## src/rtl/mem_arbiter_if.sv

```systemverilog
// Bus bundle between the IFU/LSU requesters, the mem_arbiter and main memory.
// The slave modport is the arbiter's view; master is the requester/memory side.
interface mem_arbiter_if #(
    parameter int ADDR_W = 32,
    parameter int DATA_W = 32
);
    logic              ifu_req_in;
    logic [ADDR_W-1:0] ifu_addr_in;
    logic              ifu_gnt_out;
    logic              ifu_valid_out;
    logic [DATA_W-1:0] ifu_data_out;

    logic              lsu_req_in;
    logic [ADDR_W-1:0] lsu_addr_in;
    logic              lsu_gnt_out;
    logic              lsu_valid_out;
    logic [DATA_W-1:0] lsu_data_out;

    logic [ADDR_W-1:0] mem_addr_out;
    logic [DATA_W-1:0] mem_data_in;

    modport slave (
        input  ifu_req_in, ifu_addr_in,
        input  lsu_req_in, lsu_addr_in,
        input  mem_data_in,
        output ifu_gnt_out, ifu_valid_out, ifu_data_out,
        output lsu_gnt_out, lsu_valid_out, lsu_data_out,
        output mem_addr_out
    );

    modport master (
        output ifu_req_in, ifu_addr_in,
        output lsu_req_in, lsu_addr_in,
        output mem_data_in,
        input  ifu_gnt_out, ifu_valid_out, ifu_data_out,
        input  lsu_gnt_out, lsu_valid_out, lsu_data_out,
        input  mem_addr_out
    );
endinterface

```

## src/rtl/mem_arbiter.sv

```systemverilog
// Two-port (IFU/LSU) read arbiter in front of a single combinational memory port.
// Define MEM_ARB_RR_EN for round-robin arbitration; default is fixed LSU-over-IFU priority.
module mem_arbiter #(
    parameter int ADDR_W  = 32,
    parameter int DATA_W  = 32,
    parameter int MEM_LAT = 1      // legal range 1..15
) (
    input  logic          clk_in,
    input  logic          rst_in,
    mem_arbiter_if.slave  bus
);

    typedef enum logic { IDLE, BUSY } state_e;
    typedef enum logic { OWN_LSU, OWN_IFU } owner_e;

    localparam logic [3:0] LAT_M1 = 4'(MEM_LAT - 1);

    state_e            state;
    owner_e            owner;
    owner_e            pick;
    logic [3:0]        cnt;
    logic [ADDR_W-1:0] mem_addr_q;
    logic              ifu_gnt_q;
    logic              ifu_valid_q;
    logic [DATA_W-1:0] ifu_data_q;
    logic              lsu_gnt_q;
    logic              lsu_valid_q;
    logic [DATA_W-1:0] lsu_data_q;

    // NOTE: every variable written here gets a default first, so no latch is inferred.
    always_comb begin
        pick = OWN_LSU;
`ifdef MEM_ARB_RR_EN
        if (bus.ifu_req_in && bus.lsu_req_in)
            pick = (owner == OWN_LSU) ? OWN_IFU : OWN_LSU;
        else if (bus.ifu_req_in)
            pick = OWN_IFU;
`else
        if (bus.ifu_req_in && !bus.lsu_req_in)
            pick = OWN_IFU;
`endif
    end

    // NOTE: sequential state uses non-blocking assignments only, so every register
    // sees the pre-edge value of every other register.
    always_ff @(posedge clk_in or posedge rst_in) begin
        if (rst_in) begin
            state       <= IDLE;
            owner       <= OWN_LSU;
            cnt         <= '0;
            mem_addr_q  <= '0;
            ifu_gnt_q   <= 1'b0;
            ifu_valid_q <= 1'b0;
            ifu_data_q  <= '0;
            lsu_gnt_q   <= 1'b0;
            lsu_valid_q <= 1'b0;
            lsu_data_q  <= '0;
        end else begin
            // gnt and valid are single-cycle pulses unless re-asserted below
            ifu_gnt_q   <= 1'b0;
            lsu_gnt_q   <= 1'b0;
            ifu_valid_q <= 1'b0;
            lsu_valid_q <= 1'b0;

            case (state)
                IDLE: begin
                    if (bus.ifu_req_in || bus.lsu_req_in) begin
                        owner <= pick;
                        cnt   <= LAT_M1;
                        state <= BUSY;
                        if (pick == OWN_IFU) begin
                            mem_addr_q <= bus.ifu_addr_in;
                            ifu_gnt_q  <= 1'b1;
                        end else begin
                            mem_addr_q <= bus.lsu_addr_in;
                            lsu_gnt_q  <= 1'b1;
                        end
                    end
                end

                BUSY: begin
                    if (cnt != 4'd0) begin
                        cnt <= cnt - 4'd1;
                    end else begin
                        state <= IDLE;
                        if (owner == OWN_IFU) begin
                            ifu_data_q  <= bus.mem_data_in;
                            ifu_valid_q <= 1'b1;
                        end else begin
                            lsu_data_q  <= bus.mem_data_in;
                            lsu_valid_q <= 1'b1;
                        end
                    end
                end

                default: state <= IDLE;
            endcase
        end
    end

    assign bus.mem_addr_out  = mem_addr_q;
    assign bus.ifu_gnt_out   = ifu_gnt_q;
    assign bus.ifu_valid_out = ifu_valid_q;
    assign bus.ifu_data_out  = ifu_data_q;
    assign bus.lsu_gnt_out   = lsu_gnt_q;
    assign bus.lsu_valid_out = lsu_valid_q;
    assign bus.lsu_data_out  = lsu_data_q;

    // Protocol invariants: single owner per grant, no gnt/valid overlap, stable address.
    a_gnt_onehot: assert property (@(posedge clk_in) disable iff (rst_in)
        !(ifu_gnt_q && lsu_gnt_q));
    a_ifu_excl: assert property (@(posedge clk_in) disable iff (rst_in)
        !(ifu_gnt_q && ifu_valid_q));
    a_lsu_excl: assert property (@(posedge clk_in) disable iff (rst_in)
        !(lsu_gnt_q && lsu_valid_q));
    a_addr_stable: assert property (@(posedge clk_in) disable iff (rst_in)
        (state == BUSY && $past(state) == BUSY) |-> (mem_addr_q == $past(mem_addr_q)));

endmodule
```

## src/flat_wrapper.sv

```systemverilog
// flat-port wrapper written by rule: the top's interface ports become plain ports
module mem_arbiter_flat 
#(
    parameter int ADDR_W  = 32,
    parameter int DATA_W  = 32,
    parameter int MEM_LAT = 1                          
)
  (clk_in, rst_in, bus_ifu_req_in, bus_ifu_addr_in, bus_lsu_req_in, bus_lsu_addr_in, bus_mem_data_in, bus_ifu_gnt_out, bus_ifu_valid_out, bus_ifu_data_out, bus_lsu_gnt_out, bus_lsu_valid_out, bus_lsu_data_out, bus_mem_addr_out);
  mem_arbiter_if #(.ADDR_W(ADDR_W), .DATA_W(DATA_W)) bus_i ();
  input  logic clk_in;
  input  logic rst_in;
  input wire logic [$bits(bus_i.ifu_req_in)-1:0] bus_ifu_req_in;
  input wire logic [$bits(bus_i.ifu_addr_in)-1:0] bus_ifu_addr_in;
  input wire logic [$bits(bus_i.lsu_req_in)-1:0] bus_lsu_req_in;
  input wire logic [$bits(bus_i.lsu_addr_in)-1:0] bus_lsu_addr_in;
  input wire logic [$bits(bus_i.mem_data_in)-1:0] bus_mem_data_in;
  output wire logic [$bits(bus_i.ifu_gnt_out)-1:0] bus_ifu_gnt_out;
  output wire logic [$bits(bus_i.ifu_valid_out)-1:0] bus_ifu_valid_out;
  output wire logic [$bits(bus_i.ifu_data_out)-1:0] bus_ifu_data_out;
  output wire logic [$bits(bus_i.lsu_gnt_out)-1:0] bus_lsu_gnt_out;
  output wire logic [$bits(bus_i.lsu_valid_out)-1:0] bus_lsu_valid_out;
  output wire logic [$bits(bus_i.lsu_data_out)-1:0] bus_lsu_data_out;
  output wire logic [$bits(bus_i.mem_addr_out)-1:0] bus_mem_addr_out;
  assign bus_i.ifu_req_in = bus_ifu_req_in;
  assign bus_i.ifu_addr_in = bus_ifu_addr_in;
  assign bus_i.lsu_req_in = bus_lsu_req_in;
  assign bus_i.lsu_addr_in = bus_lsu_addr_in;
  assign bus_i.mem_data_in = bus_mem_data_in;
  assign bus_ifu_gnt_out = bus_i.ifu_gnt_out;
  assign bus_ifu_valid_out = bus_i.ifu_valid_out;
  assign bus_ifu_data_out = bus_i.ifu_data_out;
  assign bus_lsu_gnt_out = bus_i.lsu_gnt_out;
  assign bus_lsu_valid_out = bus_i.lsu_valid_out;
  assign bus_lsu_data_out = bus_i.lsu_data_out;
  assign bus_mem_addr_out = bus_i.mem_addr_out;
  mem_arbiter #(.ADDR_W(ADDR_W), .DATA_W(DATA_W), .MEM_LAT(MEM_LAT)) u_core (.clk_in(clk_in), .rst_in(rst_in), .bus(bus_i));
endmodule
```

## config.mk

```make
export PLATFORM = sky130hd
export DESIGN_NAME = mem_arbiter_flat
export DESIGN_NICKNAME = d
export VERILOG_FILES = /design/src/rtl/mem_arbiter_if.sv /design/src/rtl/mem_arbiter.sv /design/src/flat_wrapper.sv
export SDC_FILE = /design/constraint.sdc
export NUM_CORES = 1
export LEC_CHECK = 0
export BUFFER_PORTS_ARGS = -buffer_cell sky130_fd_sc_hd__buf_2
export CAP_MARGIN = 20
export CORE_UTILIZATION = 45
export DETAILED_ROUTE_END_ITERATION = 6
export PLACE_DENSITY = 0.78
export SLEW_MARGIN = 20
export SYNTH_ARGS = -nofsm -noshare
export SYNTH_HDL_FRONTEND = slang
export SYNTH_SLANG_ARGS = --single-unit
```

## constraint.sdc

```tcl
create_clock -name clk_in -period 5.7 [get_ports clk_in]
set_clock_uncertainty 0.1 [all_clocks]
set_input_delay 0.285 -clock clk_in [delete_from_list [all_inputs] [get_ports clk_in]]
set_output_delay 0.285 -clock clk_in [all_outputs]
set_load 0.02 [all_outputs]
```

== Word-level counts from Yosys, hierarchy flattened ==
Index checks and enable logic that the tools add are counted.
Widths: inputs -> output; s select.
Storage, ports and cells
  flip-flop bits (word level): 106
  input port bits: 100
  output and inout bits: 100
  logic and storage cells: 44
Operators by class
  add/subtract/negate cells: 1
  equality and inequality tests: 2
  mux-type cells: 20
  bitwise gates (word level): 3
  reduce and logical (&&, ||, !) cells: 8
Operators with widths (number)
  $mux 32: 1
  $mux 1: 15
  $mux 4: 2
  $pmux 4 s2: 1
  $reduce_and 3->1: 2
  $reduce_and 2->1: 2
  $reduce_bool 4->1: 1
  $sub 4x1->4 const B: 1
  $not 1->1: 3
  $ne 2x1->1 const B: 1
  $ne 2x2->1 const B: 1
  $pmux 1 s2: 1
  $logic_and 1x1->1: 1
  $logic_not 1->1: 1
  $logic_or 1x1->1: 1

== Logic depth before layout (Yosys ltp) ==
  depth in word-level cells: 6
  gate-level depth with buffers: 7
  depth with buffers taken out: 5

== Worst setup path before layout ==
No wires, ideal clock.
  path type: reg2reg
  start: register u_core.cnt[0]
  end: register u_core.lsu_data_q[10], in the netlist u_core.bus.lsu_data_out[10]
  setup time: 0.125 ns
  arrival: 1.550 ns
  required time: 5.475 ns
  setup slack: 3.925 ns
  stages on the path, launching flop included: 8
  buffers on the path: 2
  period minus slack after synthesis: 1.775 ns
  cells stage by stage: dfrtp_1 > inv_1 > ha_1 > and4bb_1 > and2_1 > buf_6 > buf_6 > mux2_4
Between the ends
  longest elaborated chain between the ends: 3
RTL lines
  start: declaration: RTL line mem_arbiter.sv:21  | logic [3:0] cnt;
  start signal: assignment: RTL line mem_arbiter.sv:83  | cnt <= cnt - 4'd1;
  $reduce_bool 4->1: RTL line mem_arbiter.sv:82  | if (cnt != 4'd0) begin
  $not 1->1 (no line)
  $reduce_and 3->1 (no line)
  end signal: assignment: RTL line mem_arbiter.sv:90  | lsu_data_q <= bus.mem_data_in;
  end: declaration: RTL line mem_arbiter.sv:28  | logic [DATA_W-1:0] lsu_data_q;
No other way between the ends.
A chain may end at the register's enable or synchronous reset.

== Worst setup path after layout ==
  start: register u_core.state
  end: register u_core.ifu_data_q[7], in the netlist u_core.bus.ifu_data_out[7]
Between the ends
  longest elaborated chain between the ends: 1
RTL lines
  start: declaration: RTL line mem_arbiter.sv:18  | state_e state;
  start signal: assignment: RTL line mem_arbiter.sv:48  | state <= IDLE;
  start signal: assignment: RTL line mem_arbiter.sv:70  | state <= BUSY;
  start signal: assignment: RTL line mem_arbiter.sv:85  | state <= IDLE;
  $reduce_and 3->1 (no line)
  end signal: assignment: RTL line mem_arbiter.sv:87  | ifu_data_q <= bus.mem_data_in;
  end: declaration: RTL line mem_arbiter.sv:25  | logic [DATA_W-1:0] ifu_data_q;
No other way between the ends.

==> flow_summary.ini <==
[layout]
area_delta_synth_final_pct = 29.79
final_layout_size_suffix_gt1_frac = 0.5551
nNetsFinal = 613
diodes = 0

[synthesis]
synthDistinctLibCells = 24
synth_common_cells = 106 x dfrtp_1, 37 x nand2_1, 36 x o21ai_0, 35 x mux2_2, 32 x a22oi_1
yosysMostFrequentCell = dfrtp_1
synth_edf_count = 0
syn_inst = 319
yosys_warnings = 0
synth_top_cell_area_share = 0.6148
synthFlopType = dfrtp_1
yosys.area.top_type = dfrtp_1
syn_area_per_cell_um2 = 13.52
yosysSeqAreaShare = 0.6148
async_flop_share = 1.000
syn_area_um2 = 4314
syn_nets = 420
ys_seq_elements = 106
ys_top_cells_by_area = dfrtp_1 61%, mux2_4 10%, mux2_2 9.1%

[route]
totalWireLength_mm = 9.756
drc = 0
drt_first_pass_iters = 4
post_drt_wl_per_cell_um = 15.10
vias_per_cell = 4.972
via_count = 3212
detail-route-antenna-nets = 0
drt-initial-drc-count = 80

[setup_path]
crit_buf_inv = 1
critPathMaxStageDelay_ps = 650
reg2reg_slack_ps = 3220
path_max_fanout = 42
crit_chain = and4bb_1, nand2_1, buf_4, mux2_2
crit_type = flop to flop
path_delay_family = simple AND/OR/NAND/NOR gates
worst_setup_path_start_kind = flop
worstSetupEndpointType = flop
slowest_stage = dfrtp_2
cp.arrival_ps = 2630
worstPathRequired_ps = 5850

[floorplanning]
core-area_um2 = 9284
start_util = 0.4647
num_rows = 35
die_h_um = 99.92
die_area_um2 = 9983
die_w_um = 99.92
io_pins = 200

[run_status]
status = complete, no violations

[sta]
finalSetupViolations = 0
slew_violations = 0
tns_ps = 0
period_needed_ps = 2485
worst_slew_pin_slew_ps = 710.5
slew_headroom = 0.5252
max_freq_mhz = 402.5
hold_viol = 0
period_share = 0.4359
rsz0062_at_grt = false

[place]
gp_congestion = 0.7095
dp_hpwl_mm = 7.116
port_buffers = 199

[clock_tree]
clk_pin_slew_worst_paths_ps = 110
postCtsSetupRepairBufs = 0
cts.path.max_buffers = 2
cts_tree = done
ctsResizeCount = 0
htreeDepth = 3
cts_sinks = 106
cts_hold_buf = 1
cts_buffers = 9
cts_root_buffer = clkbuf_8
clk_latency_ps = 360

[power_and_ir_drop]
pwr_density_cell_nw_per_um2 = 422.3
vdd_ir_drop_max_mv = 0.1900
leakage_uw = 0.002840
power_uw = 2364

[global_route]
grt_pass1_wl_mm = 15.63
grt.total_usage = 0.2019
grt_pass1_vias = 3206
grt_max_degree = 57
antenna_found_initial = 0
grt_remaining_overflow = 0

[worst_hold_path]
min_path_type = input port to flop

[run]
maxCapViolCount = 0
[placed cells by master, fill, tap and decap left out, types with 2 or more instances in the layout]
cell and count:
nand2_1 37, o21ai_0 36, buf_4 3, mux2_2 35
nor2b_1 2, clkbuf_8 9, a22oi_1 32, nand2b_1 2
inv_1 4, mux2i_1 2, dfrtp_1 105, buf_2 199
inv_6 4, mux2_4 29
[cells by family (layout without fill, tap and decap cells)]
logic type,count (synthesis),count (layout),share of synthesized area
fa+ha+maj,1,1,0.002900
buf+inv,27,225,0.03306
compound gates,71,71,0.1027
flops,106,106,0.6148
simple gates,48,48,0.04959
mux,66,66,0.1969
[metal layers]
layer	vias to the layer above	routed length [um]	global-route usage
li1	1506	-	-
met1	1546	4086	0.2537
met2	153	4895	0.3491
met3	7	684	0.04875
met4	0	90	0.05430
met5	-	0	0
[area by class of cell]
class	count	area, um2
sequential	106	2654
fill	813	3685
clock inverter	6	55.05
clock buffer	10	127.6
multi-input combinational	186	1531
inverter	5	21.27
timing repair buffer	204	1049
tap	129	161.4
[final timing paths]
check,start,end,cells past startpoint
max in group asynchronous,rst_in,u_core.bus.lsu_data_out[2]$_DFFE_PP0P_,4
worst max-delay path,u_core.state$_DFF_PP0_,u_core.bus.ifu_data_out[7]$_DFFE_PP0P_,4
worst min register to register,u_core.bus.mem_addr_out[9]$_DFFE_PP0P_,u_core.bus.mem_addr_out[9]$_DFFE_PP0P_,2
worst min-delay path,bus_mem_data_in[22],u_core.bus.lsu_data_out[22]$_DFFE_PP0P_,2
min in group asynchronous,rst_in,u_core.bus.ifu_data_out[3]$_DFFE_PP0P_,3
worst max register to register,u_core.state$_DFF_PP0_,u_core.bus.ifu_data_out[7]$_DFFE_PP0P_,4
[state kept, by name, summed over array words and instances (netlist names), 4 cells and up]
name and count:
u_core.bus.ifu_data_out 32, u_core.bus.lsu_data_out 32, u_core.bus.mem_addr_out 32, u_core.cnt 4
[report_power, final]
group,total (uW),switching [uW],internal [uW],leakage (uW)
Combinational,849,484,366,0.00147
Clock,439,270,170,0.0000942
Sequential,1080,118,958,0.00127
Total,2360,871,1490,0.00284
[stage by stage]
step                setup slack (ps)  cells  hold slack (ps)    util  instance area (um2)
floorplan                       2526    319            330.9       -                 4314
global placement                2768    628            306.6  0.5795                 5380
detailed placement              2743    628            315.4  0.5795                 5380
CTS                             2707    645            32.53  0.6003                 5573
global route                    3045    646            32.24  0.6031                 5599
finish                          3215    646            53.13  0.6031                 5599
No activity file was read; power rests on OpenSTA's default activity.
